==> src/rtl/gsensor_pkg.sv <==
// Purpose: shared register map, frame bit positions, FSM states and helpers for the gsensor SPI secondary.
// Latency: none (declarations only).
// Backpressure: none (declarations only).
package gsensor_pkg;

    // Register map (6-bit address space, 64 registers)
    localparam logic [5:0] ADDR_DEVID       = 6'h00;
    localparam logic [5:0] ADDR_POWER_CTL   = 6'h2D;
    localparam logic [5:0] ADDR_DATA_FORMAT = 6'h31;
    localparam logic [5:0] ADDR_DATAX0      = 6'h32;
    localparam logic [5:0] ADDR_DATAX1      = 6'h33;
    localparam logic [5:0] ADDR_DATAY0      = 6'h34;
    localparam logic [5:0] ADDR_DATAY1      = 6'h35;
    localparam logic [5:0] ADDR_DATAZ0      = 6'h36;
    localparam logic [5:0] ADDR_DATAZ1      = 6'h37;

    // Status/data window that the primary may read but never write
    localparam logic [5:0] ADDR_RO_LO = 6'h30;
    localparam logic [5:0] ADDR_RO_HI = 6'h39;

    // Command byte layout: {RW, MB, A[5:0]}
    localparam int RW_BIT = 7;
    localparam int MB_BIT = 6;

    typedef enum logic [1:0] {
        IDLE = 2'd0,
        CMD  = 2'd1,
        DATA = 2'd2,
        ERR  = 2'd3
    } state_t;

    function automatic logic is_read_only(input logic [5:0] addr);
        return (addr == ADDR_DEVID) || ((addr >= ADDR_RO_LO) && (addr <= ADDR_RO_HI));
    endfunction

endpackage

==> src/rtl/spi_sync_edge.sv <==
// Purpose: WIDTH-bit 2-flop synchroniser with registered rise/fall strobes and an edge-aligned level.
// Latency: strobes and level_o lag the pin by 3 clk.
// Backpressure: none; strobes are single-cycle and must be consumed when asserted.
//
// Ports: clk_i, rst_ni (async active-low), d_i (async pins),
//        lvl_o (synchronised level, aligned with the strobes), rise_o / fall_o (1-clk edge strobes).
module spi_sync_edge #(
    parameter int               WIDTH     = 1,
    parameter logic [WIDTH-1:0] RESET_VAL = '0
) (
    input  logic             clk_i,
    input  logic             rst_ni,
    input  logic [WIDTH-1:0] d_i,
    output logic [WIDTH-1:0] lvl_o,
    output logic [WIDTH-1:0] rise_o,
    output logic [WIDTH-1:0] fall_o
);

    logic [WIDTH-1:0] meta_q;
    logic [WIDTH-1:0] sync_q;
    logic [WIDTH-1:0] lvl_q;
    logic [WIDTH-1:0] rise_q;
    logic [WIDTH-1:0] fall_q;

    // Reset value matches the idle pin level so no spurious edge is seen after reset.
    always_ff @(posedge clk_i or negedge rst_ni) begin
        if (!rst_ni) begin
            meta_q <= RESET_VAL;
            sync_q <= RESET_VAL;
            lvl_q  <= RESET_VAL;
            rise_q <= '0;
            fall_q <= '0;
        end else begin
            meta_q <= d_i;
            sync_q <= meta_q;
            lvl_q  <= sync_q;
            rise_q <= sync_q & ~lvl_q;
            fall_q <= ~sync_q & lvl_q;
        end
    end

    assign lvl_o  = lvl_q;
    assign rise_o = rise_q;
    assign fall_o = fall_q;

endmodule

==> src/rtl/gsensor_spi_secondary.sv <==
// Purpose: ADXL345-style SPI secondary (CPOL=1/CPHA=1) with a 64x8 register file and axis sample ports.
// Latency: every SPI pin event acts 3 clk after the pin; SDO updates 4 clk after a falling SPI_CLK.
// Backpressure: none; samples arriving mid-frame are held and applied 1 clk after CSN rises.
//
// Ports: clk, reset_n (async active-low); SPI_CLK/SPI_CSN/SPI_SDI in, SPI_SDO out;
//        sample_x/y/z + sample_valid load DATAX0..DATAZ1; wr_valid/wr_addr/wr_data report
//        each accepted register write; busy is high while the synchronised CSN is low.
module gsensor_spi_secondary #(
    parameter int         CLK_FREQUENCY = 16_000_000,
    parameter int         SPI_FREQUENCY = 2_000_000,
    parameter logic [7:0] DEVID_VALUE   = 8'hE5
) (
    input  logic        clk,
    input  logic        reset_n,
    input  logic        SPI_CLK,
    input  logic        SPI_CSN,
    input  logic        SPI_SDI,
    output logic        SPI_SDO,
    input  logic [15:0] sample_x,
    input  logic [15:0] sample_y,
    input  logic [15:0] sample_z,
    input  logic        sample_valid,
    output logic        wr_valid,
    output logic [5:0]  wr_addr,
    output logic [7:0]  wr_data,
    output logic        busy
);
    import gsensor_pkg::*;

    // A half SPI period must span at least 4 clk to absorb the 3-clk sync lag plus the SDO register.
    if (CLK_FREQUENCY < 8 * SPI_FREQUENCY) begin : g_freq_check
        $error("CLK_FREQUENCY must be at least 8 * SPI_FREQUENCY");
    end

    logic [2:0] pin_lvl, pin_rise, pin_fall;

    spi_sync_edge #(.WIDTH(3), .RESET_VAL(3'b110)) u_sync (
        .clk_i  (clk),
        .rst_ni (reset_n),
        .d_i    ({SPI_CLK, SPI_CSN, SPI_SDI}),
        .lvl_o  (pin_lvl),
        .rise_o (pin_rise),
        .fall_o (pin_fall)
    );

    logic sck_lvl, sck_rise, sck_fall, csn_rise, csn_fall, sdi;
    assign sck_lvl  = pin_lvl[2];
    assign sck_rise = pin_rise[2];
    assign sck_fall = pin_fall[2];
    assign csn_rise = pin_rise[1];
    assign csn_fall = pin_fall[1];
    assign sdi      = pin_lvl[0];

    logic unused_pins;
    assign unused_pins = ^{pin_lvl[1], pin_rise[0], pin_fall[0]};

    state_t      state_q, state_d;
    logic [2:0]  bit_cnt_q;
    logic [6:0]  rx_q;
    logic [7:0]  rx_byte;
    logic [7:0]  tx_q;
    logic        rw_q, mb_q;
    logic [5:0]  addr_q, addr_next;
    logic        sdo_q;
    logic        wr_valid_q;
    logic [5:0]  wr_addr_q;
    logic [7:0]  wr_data_q;
    logic        busy_q;
    logic        pend_q;
    logic [47:0] hold_q;
    logic [7:0]  regs_q [64];

    logic        shift_en, cmd_done, data_done, drive_en;
    logic        load_en;
    logic [47:0] load_dat;

    assign rx_byte   = {rx_q, sdi};
    assign addr_next = mb_q ? addr_q + 6'd1 : addr_q;

    // FSM state register
    always_ff @(posedge clk or negedge reset_n) begin
        if (!reset_n) state_q <= IDLE;
        else          state_q <= state_d;
    end

    // FSM next state; CSN rising aborts from anywhere, discarding a partial byte.
    always_comb begin
        state_d = state_q;
        case (state_q)
            IDLE:    if (csn_fall) state_d = sck_lvl ? CMD : ERR;
            CMD:     if (sck_rise && (bit_cnt_q == 3'd7)) state_d = DATA;
            default: state_d = state_q;
        endcase
        if (csn_rise) state_d = IDLE;
    end

    // FSM outputs
    always_comb begin
        shift_en  = sck_rise && ((state_q == CMD) || (state_q == DATA));
        cmd_done  = shift_en && (bit_cnt_q == 3'd7) && (state_q == CMD);
        data_done = shift_en && (bit_cnt_q == 3'd7) && (state_q == DATA);
        drive_en  = (state_q == DATA) && rw_q && !csn_rise;
    end

    // Samples go straight in while idle; while busy they wait in hold_q so a burst read stays coherent.
    always_comb begin
        load_en  = 1'b0;
        load_dat = {sample_z, sample_y, sample_x};
        if (sample_valid && !busy_q) begin
            load_en = 1'b1;
        end else if (!sample_valid && pend_q && !busy_q) begin
            load_en  = 1'b1;
            load_dat = hold_q;
        end
    end

    always_ff @(posedge clk or negedge reset_n) begin
        if (!reset_n) begin
            bit_cnt_q  <= '0;
            rx_q       <= '0;
            tx_q       <= '0;
            rw_q       <= 1'b0;
            mb_q       <= 1'b0;
            addr_q     <= '0;
            sdo_q      <= 1'b0;
            wr_valid_q <= 1'b0;
            wr_addr_q  <= '0;
            wr_data_q  <= '0;
            busy_q     <= 1'b0;
            pend_q     <= 1'b0;
            hold_q     <= '0;
            for (int i = 0; i < 64; i++) regs_q[i] <= (i == 0) ? DEVID_VALUE : 8'h00;
        end else begin
            wr_valid_q <= 1'b0;

            if (csn_fall)      busy_q <= 1'b1;
            else if (csn_rise) busy_q <= 1'b0;

            if ((state_q == IDLE) && csn_fall) bit_cnt_q <= '0;

            if (shift_en) begin
                rx_q      <= rx_byte[6:0];
                bit_cnt_q <= bit_cnt_q + 3'd1;
            end

            if (cmd_done) begin
                rw_q   <= rx_byte[RW_BIT];
                mb_q   <= rx_byte[MB_BIT];
                addr_q <= rx_byte[5:0];
                tx_q   <= regs_q[rx_byte[5:0]];
            end

            if (data_done) begin
                if (!rw_q && !is_read_only(addr_q)) begin
                    regs_q[addr_q] <= rx_byte;
                    wr_valid_q     <= 1'b1;
                    wr_addr_q      <= addr_q;
                    wr_data_q      <= rx_byte;
                end
                addr_q <= addr_next;
                tx_q   <= regs_q[addr_next];
            end

            if (drive_en && sck_fall) begin
                sdo_q <= tx_q[7];
                tx_q  <= {tx_q[6:0], 1'b0};
            end else if (!drive_en) begin
                sdo_q <= 1'b0;
            end

            if (sample_valid && busy_q) begin
                hold_q <= {sample_z, sample_y, sample_x};
                pend_q <= 1'b1;
            end else if (load_en) begin
                pend_q <= 1'b0;
            end

            if (load_en) begin
                regs_q[ADDR_DATAX0] <= load_dat[7:0];
                regs_q[ADDR_DATAX1] <= load_dat[15:8];
                regs_q[ADDR_DATAY0] <= load_dat[23:16];
                regs_q[ADDR_DATAY1] <= load_dat[31:24];
                regs_q[ADDR_DATAZ0] <= load_dat[39:32];
                regs_q[ADDR_DATAZ1] <= load_dat[47:40];
            end
        end
    end

    assign SPI_SDO  = sdo_q;
    assign wr_valid = wr_valid_q;
    assign wr_addr  = wr_addr_q;
    assign wr_data  = wr_data_q;
    assign busy     = busy_q;

endmodule

==> config.mk <==
export PLATFORM = sky130hd
export DESIGN_NAME = gsensor_spi_secondary
export DESIGN_NICKNAME = d
export VERILOG_FILES = /design/src/rtl/gsensor_pkg.sv /design/src/rtl/spi_sync_edge.sv /design/src/rtl/gsensor_spi_secondary.sv
export SDC_FILE = /design/constraint.sdc
export NUM_CORES = 1
export LEC_CHECK = 0
export CAP_MARGIN = 20
export CORE_MARGIN = 4
export CORE_UTILIZATION = 31
export DETAILED_ROUTE_END_ITERATION = 16
export PLACE_DENSITY = 0.46
export SETUP_SLACK_MARGIN = 0.1
export SKIP_LAST_GASP = 1
export SYNTH_ARGS = -nofsm -noshare
export SYNTH_HDL_FRONTEND = slang
export SYNTH_SLANG_ARGS = --single-unit
==> constraint.sdc <==
create_clock -name clk -period 3.58 [get_ports clk]
set_clock_uncertainty 0.1 [all_clocks]
set_input_delay 0.358 -clock clk [delete_from_list [all_inputs] [get_ports clk]]
set_output_delay 0.358 -clock clk [all_outputs]
set_load 0.01 [all_outputs]
==> flow_metrics.env <==
export IMPL_worstReg2RegStart="rx_q[0]"
export IMPL_drtIter0Drc=2125
export IMPL_endpoint_kind="flop"
export IMPL_drv_slew=0
export IMPL_io_pins=71
export IMPL_slew_limit_headroom_pct=27.3
export IMPL_criticalPathCategory="reg -> reg"
export IMPL_r2r_cells=8
export IMPL_yosys_top_cells_area="dfrtp_1, mux4_2, mux2_2, a22oi_1, clkbuf_1"
export IMPL_vias=21824
export IMPL_use_met2_pct=30.9
export IMPL_ys_ff_latch=619
export IMPL_cp_arrival_ns=3.68
export IMPL_hp_start="SPI_CSN"
export IMPL_crit_required_ns=3.97
export IMPL_core_region_area_mm2=0.104
export IMPL_final_layout_size_suffix_gt1_share_pct=46.7
export IMPL_finalSetupTns_ns=0
export IMPL_hold_violations=0
export IMPL_die_h_um=332
export IMPL_dpl_hpwl_mm=73.6
export IMPL_dpl_cell_count=3670
export IMPL_first_pass_iters=5
export IMPL_rsz0062_at_grt="false"
export IMPL_netlist_area_mm2=0.0324
export IMPL_antenna_found_initial=1
export IMPL_drc=0
export IMPL_die_area_mm2=0.110
export IMPL_leakage_nw=16.4
export IMPL_status="complete, no violations"
export IMPL_hold_depth=1
export IMPL_synth_top_area_share_pct=46.9
export IMPL_finalInstanceArea_mm2=0.0379
export IMPL_grtUsageTotal_pct=19.4
export IMPL_fmax_mhz=305
export IMPL_grt_pass1_vias=22543
export IMPL_ys_flop_type="dfrtp_1"
export IMPL_crit_path_max_fanout=29
export IMPL_nNetsFinal=2437
export IMPL_syn_instance_count=2283
export IMPL_numCtsBuffers=73
export IMPL_syn_num_nets=2345
export IMPL_synth_avg_cell_area_um2=14.2
export IMPL_grt_pass1_wl_mm=161
export IMPL_grt_util_met1_pct=27.0
export IMPL_clk_pin_slew_ns=0.06
export IMPL_grt_max_degree=109
export IMPL_max_cap_viol_count=0
export IMPL_hold_path_end="u_sync.meta_q[1]"
export IMPL_multi_input_area_mm2=0.0161
export IMPL_syn2layout_area_growth_pct=16.8
export IMPL_antenna_cells=0
export IMPL_port_buffers=70
export IMPL_fill_cells=9857
export IMPL_fin_crit_ns=3.28
export IMPL_clock_sinks=619
export IMPL_wl_per_cell_um=28.5
export IMPL_period_share_pct=91.7
export IMPL_gr_usage_met3_pct=3.91
export IMPL_seqCellArea_mm2=0.0155
export IMPL_cts_tree="built"
export IMPL_postRouteAntennaNets=0
export IMPL_placed_area_mm2=0.0354
export IMPL_synth_warnings=0
export IMPL_yosysUniqueCellTypes=66
export IMPL_synth_top_area_cell="dfrtp_1"
export IMPL_wl_mm=109
export IMPL_r2r_slack_ns=0.30
export IMPL_vias_per_cell=5.73
export IMPL_start_kind="flop"
export IMPL_setup_viol_count_final=0
export IMPL_global_route_peak_usage_layer="met2"
export IMPL_synth_edff_count=0
export IMPL_hold_class="in -> reg"
export IMPL_placementRows=118
export IMPL_root_buffer="clkbuf_16"
export IMPL_ys_seq_area_share_pct=47.8
export IMPL_worst_slew_pin_slew_ns=1.09
export IMPL_grt_ovfl_total=0
export IMPL_cts_max_path_buffers=3
export IMPL_worst_r2r_endpoint="tx_q[3]"
export IMPL_clk_latency_ns=0.62
export IMPL_ir_worst_vdd_mv=0.332
export IMPL_htreeDepth=3
export IMPL_ys_async_sr_fraction_pct=100
export IMPL_fp_dieW_um=332
export IMPL_initial_core_util_pct=31.3
export IMPL_gp_congestion=0.893
export IMPL_p_per_area_mw_per_mm2=497
export IMPL_fin_cells=3811
[cells by family after synthesis]
| family | share of synthesized area [%] |
|---|---|
| multiplexers | 36.8 |
| flip-flops | 47.8 |
| AND/OR/NAND/NOR | 5.53 |
| AO/OA/AOI/OAI | 6.34 |
| buffers and inverters | 3.05 |
| adder cells (fa/ha/maj) | 0.308 |
| XOR/XNOR | 0.189 |
[placed cells by master (no fill, tap or decap), types with 13 or more instances in the layout]
cell / instances
o21ai_0: 68
nor2_2: 48
buf_12: 26
nor2b_1: 52
nor2_1: 27
buf_4: 125
nand4_1: 15
nand2_1: 87
mux2i_1: 21
nand3_1: 17
clkbuf_16: 75
dfrtp_1: 598
mux2_2: 513
clkinv_2: 19
a21oi_1: 66
clkbuf_8: 13
mux4_2: 259
a22oi_1: 99
clkdlybuf4s50_1: 69
clkbuf_1: 16
[state kept, by name (all words and copies together), names as in the netlist, 2 cells and up]
register	flops
bit_cnt_q	3
u_sync.sync_q	3
u_sync.meta_q	3
wr_data	8
rx_q	7
tx_q	8
u_sync.fall_o	2
regs_q	512
wr_addr	6
u_sync.lvl_o	3
addr_q	6
u_sync.rise_o	2
hold_q	48
state_q	2
[routing by layer]
layer / vias to the layer above / share of wire, %
li1: 8994 / -
met1: 11883 / 44
met2: 787 / 47
met3: 160 / 6.0
met4: 0 / 2.7
met5: - / 0
[synth_stat cells (8+ instances only)]
master	number
dfrtp_1	608
mux2_2	513
mux4_2	259
clkbuf_1	140
a22oi_1	99
nand2_1	88
o21ai_0	68
a21oi_1	66
nor2b_1	56
nor2_2	48
buf_2	28
nor2_1	28
mux2i_1	22
buf_4	21
nand3_1	17
nand4_1	15
dfstp_2	11
nor3_1	11
nor4_1	11
a221oi_1	10
a22o_1	10
inv_1	10
mux2_1	10
buf_1	9
buf_6	8
ha_1	8
nor3_4	8
[critical path, stage by stage, from the launching register on]
cell and delay [ns]:
dfrtp_4 0.80, buf_12 0.31, buf_4 0.22, mux4_2 0.38
a22o_1 0.22, a221oi_1 0.54, o22ai_1 0.17, o311ai_1 0.25
nand3_1 0.12
[through the flow]
stage / hold slack (ns) / worst slack [ns] / total power [mW] / utilization [%]
6_report: 0.0479 / 0.297 / 18.8 / 36.5
4_1_cts: 0.00220 / 0.192 / 19.0 / 36.4
3_5_place_dp: 0.239 / 0.212 / 11.6 / 34.1
3_3_place_gp: 0.246 / 0.213 / 11.5 / 34.1
2_1_floorplan: -0.0376 / 0.724 / 9.74 / -
5_1_grt: 0.0158 / 0.164 / 19.6 / 36.5
[how the worst max path moves through the flow]
stage,end,depth (start not counted),slack [ns],startpoint
after floorplan,tx_q[3],12,0.72,addr_q[0]
after global placement,tx_q[0],9,0.21,u_sync.lvl_o[0]
after detailed placement,tx_q[0],9,0.21,u_sync.lvl_o[0]
after CTS,tx_q[0],9,0.19,u_sync.lvl_o[0]
after global routing,regs_q[332],9,0.16,addr_q[1]
final,tx_q[3],8,0.30,rx_q[0]
[repair_timing]
| action | in CTS | in global routing |
|---|---|---|
| buffers inserted | 0 | 8 |
| setup endpoints to repair | 0 | 156 |
| hold buffers | 1 | 0 |
| hold endpoints to repair | 46 | 0 |
| resized for setup | 0 | 3 |
[report_power, final]
part	leakage (nW)	switching, mW	internal [mW]
clock	1.16	3.09	4.29
sequential	8.37	0.784	7.34
combinational	6.82	2.10	1.24
total	16.4	5.97	12.9
[final cells by class]
class                           count  area share, %
Timing Repair Buffer              224           5.84
Clock buffer                      103           5.52
Multi-Input combinational cell   1447           42.4
Tap cell                         1380           4.56
Clock inverter                     28          0.641
Inverter                           10         0.0991
Sequential cell                   619           41.0
No activity file was read; power rests on OpenSTA's default activity.
